### src/rtl/onehot_encoder_buffered.sv
// Registered priority encoder with a 2-entry valid/ready output buffer.
// Returns the index of the winning set bit plus zero / not-one-hot flags.
module onehot_encoder_buffered #(
    parameter int IN_W      = 4,
    parameter int OUT_W     = 2,
    parameter int PRIO_HIGH = 1
) (
    input  logic             clk,
    input  logic             rst_n,
    input  logic             in_valid,
    output logic             in_ready,
    input  logic [IN_W-1:0]  in_vec,
    output logic             out_valid,
    input  logic             out_ready,
    output logic [OUT_W-1:0] out_idx,
    output logic             out_zero,
    output logic             out_multi
);

    // state   | meaning
    // S_EMPTY | no result buffered
    // S_ONE   | head holds a result
    // S_FULL  | head and tail both hold results, upstream stalled
    typedef enum logic [1:0] {S_EMPTY, S_ONE, S_FULL} state_t;

    localparam int ENT_W = OUT_W + 2;

    state_t            state_q, state_d;
    logic              in_ready_q;
    logic [ENT_W-1:0]  head_q, head_d;
    logic [ENT_W-1:0]  tail_q, tail_d;
    logic [OUT_W-1:0]  enc_idx;
    logic              enc_zero;
    logic              enc_multi;
    logic [ENT_W-1:0]  enc_ent;
    logic              push;
    logic              pop;

    always_comb begin
        enc_idx = '0;
        if (PRIO_HIGH != 0) begin
            for (int i = 0; i < IN_W; i++) begin
                if (in_vec[i]) enc_idx = OUT_W'(i);
            end
        end else begin
            for (int i = IN_W - 1; i >= 0; i--) begin
                if (in_vec[i]) enc_idx = OUT_W'(i);
            end
        end
    end

    // Clearing the lowest set bit leaves something only if two or more were set.
    assign enc_zero  = ~|in_vec;
    assign enc_multi = |(in_vec & (in_vec - IN_W'(1)));
    assign enc_ent   = {enc_multi, enc_zero, enc_idx};

    assign push = in_valid && in_ready_q;
    assign pop  = out_valid && out_ready;

    always_ff @(posedge clk or negedge rst_n) begin
        if (!rst_n) begin
            state_q    <= S_EMPTY;
            in_ready_q <= 1'b0;
            head_q     <= '0;
            tail_q     <= '0;
        end else begin
            state_q    <= state_d;
            in_ready_q <= (state_d != S_FULL);
            head_q     <= head_d;
            tail_q     <= tail_d;
        end
    end

    always_comb begin
        state_d = state_q;
        head_d  = head_q;
        tail_d  = tail_q;
        case (state_q)
            S_EMPTY: begin
                if (push) begin
                    state_d = S_ONE;
                    head_d  = enc_ent;
                end
            end
            S_ONE: begin
                if (push && !pop) begin
                    state_d = S_FULL;
                    tail_d  = enc_ent;
                end else if (!push && pop) begin
                    state_d = S_EMPTY;
                end else if (push && pop) begin
                    head_d = enc_ent;
                end
            end
            S_FULL: begin
                if (pop) begin
                    state_d = S_ONE;
                    head_d  = tail_q;
                end
            end
            default: state_d = S_EMPTY;
        endcase
    end

    // Result fields are gated so an empty buffer always reads zero.
    always_comb begin
        in_ready  = in_ready_q;
        out_valid = (state_q != S_EMPTY);
        out_idx   = '0;
        out_zero  = 1'b0;
        out_multi = 1'b0;
        if (out_valid) begin
            out_idx   = head_q[OUT_W-1:0];
            out_zero  = head_q[OUT_W];
            out_multi = head_q[OUT_W+1];
        end
    end

endmodule

### config.mk
export PLATFORM = sky130hd
export DESIGN_NAME = onehot_encoder_buffered
export DESIGN_NICKNAME = d
export VERILOG_FILES = /design/src/rtl/onehot_encoder_buffered.sv
export SDC_FILE = /design/constraint.sdc
export NUM_CORES = 1
export LEC_CHECK = 0
export BUFFER_PORTS_ARGS = -buffer_cell sky130_fd_sc_hd__buf_2
export CAP_MARGIN = 20
export CORE_MARGIN = 10
export CORE_UTILIZATION = 35
export CTS_CLUSTER_SIZE = 10
export DETAILED_ROUTE_END_ITERATION = 7
export SETUP_SLACK_MARGIN = 0.05
export SYNTH_ARGS = -nofsm -noshare
export SYNTH_HDL_FRONTEND = slang
export SYNTH_SLANG_ARGS = --single-unit
export TNS_END_PERCENT = 10
### constraint.sdc
create_clock -name clk -period 1.55 [get_ports clk]
set_input_delay 0.2325 -clock clk [delete_from_list [all_inputs] [get_ports clk]]
set_output_delay 0.2325 -clock clk [all_outputs]
set_load 0.02 [all_outputs]
== Yosys cells after proc, flatten, opt, wreduce, memory -nomap -nowiden ==
Index checks and enable logic that the tools add are counted.
Widths: inputs -> output; s select.

* Flip-flop bits (word level): 11
* Word-level logic and storage cells: 46

* Add/subtract/negate cells: 1
* Equal/unequal tests: 8
* Multiplexer cells: 17
* Bitwise logic cells: 1
* Reduce and logical (&&, ||, !) cells: 15

{| class="wikitable"
|+ Operator list
! operator !! number
|-
| $mux 4 || 5
|-
| $mux 2 || 7
|-
| $ne 2x2->1 const B || 6
|-
| $pmux 4 s3 || 1
|-
| $reduce_or 4->1 || 2
|-
| $pmux 2 s3 || 1
|-
| $reduce_and 6->1 || 1
|-
| $logic_and 1x1->1 || 5
|-
| $and 4x4->4 || 1
|-
| $sub 4x1->4 const B || 1
|-
| $logic_not 1->1 || 3
|-
| $mux 1 || 3
|-
| $reduce_bool 3->1 || 1
|-
| $eq 2x1->1 const B || 1
|-
| $eq 2x2->1 const B || 1
|-
| $logic_not 2->1 || 1
|-
| $reduce_and 2->1 || 1
|-
| $reduce_bool 2->1 || 1
|}

== Depth between registers and ports, before layout ==
* Word-level depth: 7
* Depth in mapped cells: 4
* Mapped depth without buffers: 3

== Least setup slack after synthesis ==
OpenSTA, ideal clock, no wires.

* Kind: register to register
* Start: register in_ready_q (netlist: in_ready)
* End: register head_q[0]
* Arrival: 1.331 ns
* Required time: 1.425 ns
* Slack: 0.094 ns
* Stages on the path, launching flop included: 4
* Buffers on the path: 0
* Clock period less this slack: 1.456 ns
* Cell sequence: dfrtp_1 > nand2_1 > o31ai_4 > mux2_2

* Cells in the longest elaborated chain, start to end: 5
* Elaborated cells between the ends (all ways): 10

{| class="wikitable"
|+ Ends and longest elaborated chain
! element !! line !! RTL
|-
| start: declaration || 29 || <nowiki>logic in_ready_q;</nowiki>
|-
| start signal: assignment || 68 || <nowiki>in_ready_q <= (state_d != S_FULL);</nowiki>
|-
| $logic_and 1x1->1 (*) || 57 || <nowiki>assign push = in_valid && in_ready_q;</nowiki>
|-
| $logic_not 1->1 || 89 || <nowiki>end else if (!push && pop) begin</nowiki>
|-
| $logic_and 1x1->1 || 89 ||
|-
| $ne 2x2->1 (no line) || n/a ||
|-
| $reduce_and 6->1 (no line) (*) || n/a ||
|-
| end signal: assignment || 64 || <nowiki>head_q <= '0;</nowiki>
|-
| end signal: assignment || 69 || <nowiki>head_q <= head_d;</nowiki>
|-
| end: declaration || 30 || <nowiki>logic [ENT_W-1:0] head_q, head_d;</nowiki>
|}

Every way passes the cells marked *; elsewhere a longest branch is shown, timed or not.
A chain may end at the register's enable or synchronous reset.

== Worst setup path in the final report ==
* Start: register state_q[0]
* End: register head_q[1]

* Cells in the longest elaborated chain, start to end: 6
* Elaborated cells between the ends (all ways): 17

{| class="wikitable"
|+ Ends and longest elaborated chain
! element !! line !! RTL
|-
| start: declaration || 28 || <nowiki>state_t state_q, state_d;</nowiki>
|-
| start signal: assignment || 67 || <nowiki>state_q <= state_d;</nowiki>
|-
| $reduce_bool 2->1 || 108 || <nowiki>out_valid = (state_q != S_EMPTY);</nowiki>
|-
| $logic_and 1x1->1 || 58 || <nowiki>assign pop = out_valid && out_ready;</nowiki>
|-
| $logic_not 1->1 || 86 || <nowiki>if (push && !pop) begin</nowiki>
|-
| $logic_and 1x1->1 || 86 ||
|-
| $ne 2x2->1 (no line) || n/a ||
|-
| $reduce_and 6->1 (no line) || n/a ||
|}

Several ways; a longest one is shown, not always the timed one.

==> out/qor.csv <==
metric;value;unit
clkSinkCount;11;
grt-ovfl-total;0;
whs;0.242;ns
cts_tree;built;
vias;472;
num_antenna_cells;0;
cts_root_buffer;clkbuf_4;
synth_area_leader_cell;dfrtp_1;
clk_pin_slew_worst_paths;0.07;ns
critPathLaunch;state_q[0]$_DFF_PN0_;
die_h;62.7;um
finClkSkew;0.00235;ns
maxSlewViolCount;0;
routedWlPerCell;12.8;um
htree_levels;1;
period_share;92.3;%
setup_violations;0;
track_usage;7.17;%
final-hold-violation-count;0;
end_kind;register;
layout-drive-gt1-share;52.6;%
netlist_area;638;um2
grt_pass1_wl;2.31;mm
drv_cap;0;
drtAntennaViolNets;0;
arrival;1.59;ns
dieArea;3930;um2
cp.required;1.71;ns
detail_route.vias_per_cell;4.58;
synth_seq_cells;11;
cts_buffers;3;
port-buffer-count;13;
design.final.nets;87;
busiest_layer;met2;
yosys.area.top_type_share;43.1;%
cp-start-kind;register;
fillers;184;
antenna_found_initial;0;
grt_max_degree;12;
drtPass1Iterations;3;
use_met1;8.77;%
reg2reg_from;state_q[0]$_DFF_PN0_;
grt_pass1_vias;486;
hold_path.startpoint;out_ready;
route.detailed.drc;0;
hold_class;input pin to register;
core;1730;um2
p_per_area;1530;nW/um2
fp-row-count;15;
worst_pin_slew;0.319;ns
ir_worst_vdd;0.000678;V
leakagePower;0.367;nW
drtIter0Drc;8;
met3_usage;4.30;%
syn_inst;54;
cts_buffer_depth;2;
syn_avg_cell_area;11.8;um2
crit_type;register to register;
rsz0062_at_grt;true;
worstPathMaxFanout;5;
setup-tns-final;0;ns
regToRegSetupSlack;0.12;ns
status;finished clean;
max-slew-margin-rel;78.5;%
area_delta_synth_final;29.2;%
ys_seq_area_share;43.1;%
min_period;1.43;ns
clk_latency;0.27;ns
wl;1.32;mm
max_freq;699;MHz
grt_use_met2;10.4;%
ys_top_cells_by_area;dfrtp_1, mux2_2, nor2b_1;
die_w;62.7;um
yosys.cell_types.count;25;
dp_hpwl;985;um
initial_core_util;37.0;%
pin_count;14;
synth_warnings;0;
gp_congestion;0.826;
syn-num-nets;62;
-- metal layers --
metal	vias to the layer above	part of all wire (%)
met2	11	46
met3	0	6.5
met1	215	48
met5	-	0
li1	246	-
met4	0	0
-- timing repair --
| action | CTS | global route |
|---|---|---|
| endpoints found under the hold margin | 11 | 0 |
| buffers inserted | 0 | 4 |
| hold buffers | 1 | 0 |
| setup endpoints to repair | 7 | 5 |
| resized for setup | 3 | 0 |
-- cells in the mapped netlist --
cell / count
nor3b_1: 1
inv_1: 3
a211oi_1: 2
mux2i_1: 1
nand4_1: 1
a31oi_1: 2
nand2_1: 2
or2_2: 1
nand3b_4: 1
nor3b_4: 1
buf_4: 1
nor2_1: 2
nor2b_4: 1
o31ai_4: 1
o21a_1: 1
a21o_2: 1
nor4_1: 1
a41oi_1: 1
nor2b_1: 4
nand2b_1: 2
mux2_2: 10
o22ai_1: 1
a21oi_1: 1
dfrtp_1: 11
nor3_1: 1
-- cell type report --
type                       count  area [um2]  share of cell area, %
multi-input combinational     39         352                   42.6
sequential                    11         277                   33.5
timing repair buffer          21         128                   15.5
tap                           25        31.3                   3.79
clock buffer                   4        26.3                   3.19
inverter                       3        11.3                   1.37
-- kinds of logic (layout without fill, tap and decap cells) --
| logic type | after synthesis | count (layout) | share of synthesized area, % |
|---|---|---|---|
| buffers and inverters | 4 | 28 | 2.94 |
| and+or+nand+nor | 18 | 18 | 21.4 |
| DFF | 11 | 11 | 43.1 |
| muxes | 11 | 11 | 19.2 |
| AOI/OAI and AO/OA | 10 | 10 | 13.3 |
-- placed cells by master (no fill, tap or decap), types with 2 or more instances in the layout --
master / instances
buf_2: 13
mux2_2: 10
dfrtp_1: 10
buf_4: 7
nor2b_1: 4
inv_1: 3
clkbuf_4: 3
nand2b_1: 2
nand2_1: 2
a211oi_1: 2
a31oi_1: 2
-- stage by stage --
step	cell area [um2]	util (%)	instances	power (W)	setup slack [ns]
finish	825	47.8	103	0.00126	0.119
global placement	749	43.4	94	0.00102	0.0983
detailed placement	749	43.4	94	0.00102	0.0614
CTS	795	46.0	99	0.00124	0.0934
floorplan	638	-	54	0.000850	0.0939
global route	825	47.8	103	0.00135	0.0469
-- power breakdown --
group | internal (W) | switching, W | leakage (nW) | total (W)
combinational | 0.000307 | 0.000296 | 0.227 | 0.000604
clock | 0.0000997 | 0.0000995 | 0.0150 | 0.000199
sequential | 0.000392 | 0.0000624 | 0.125 | 0.000455
-- critical path, stage by stage (launching register included) --
cell and delay (ns):
dfrtp_1 0.38, buf_4 0.16, nand2b_1 0.17, mux2_2 0.35
mux2_2 0.26
-- flip-flops by register name, summed over array words and instances (netlist names) --
signal,flops
in_ready,1
state_q,2
tail_q,4
head_q,4
-- path summary, 6_finish.rpt --
kind | end | cells after the start
max in group asynchronous | state_q[1]$_DFF_PN0_ | 2
worst min-delay path | state_q[1]$_DFF_PN0_ | 2
worst max register to register | head_q[1]$_DFFE_PN0P_ | 4
worst max-delay path | head_q[1]$_DFFE_PN0P_ | 4
worst min register to register | head_q[1]$_DFFE_PN0P_ | 1
min in group asynchronous | state_q[0]$_DFF_PN0_ | 2
No activity file was read; power rests on OpenSTA's default activity.
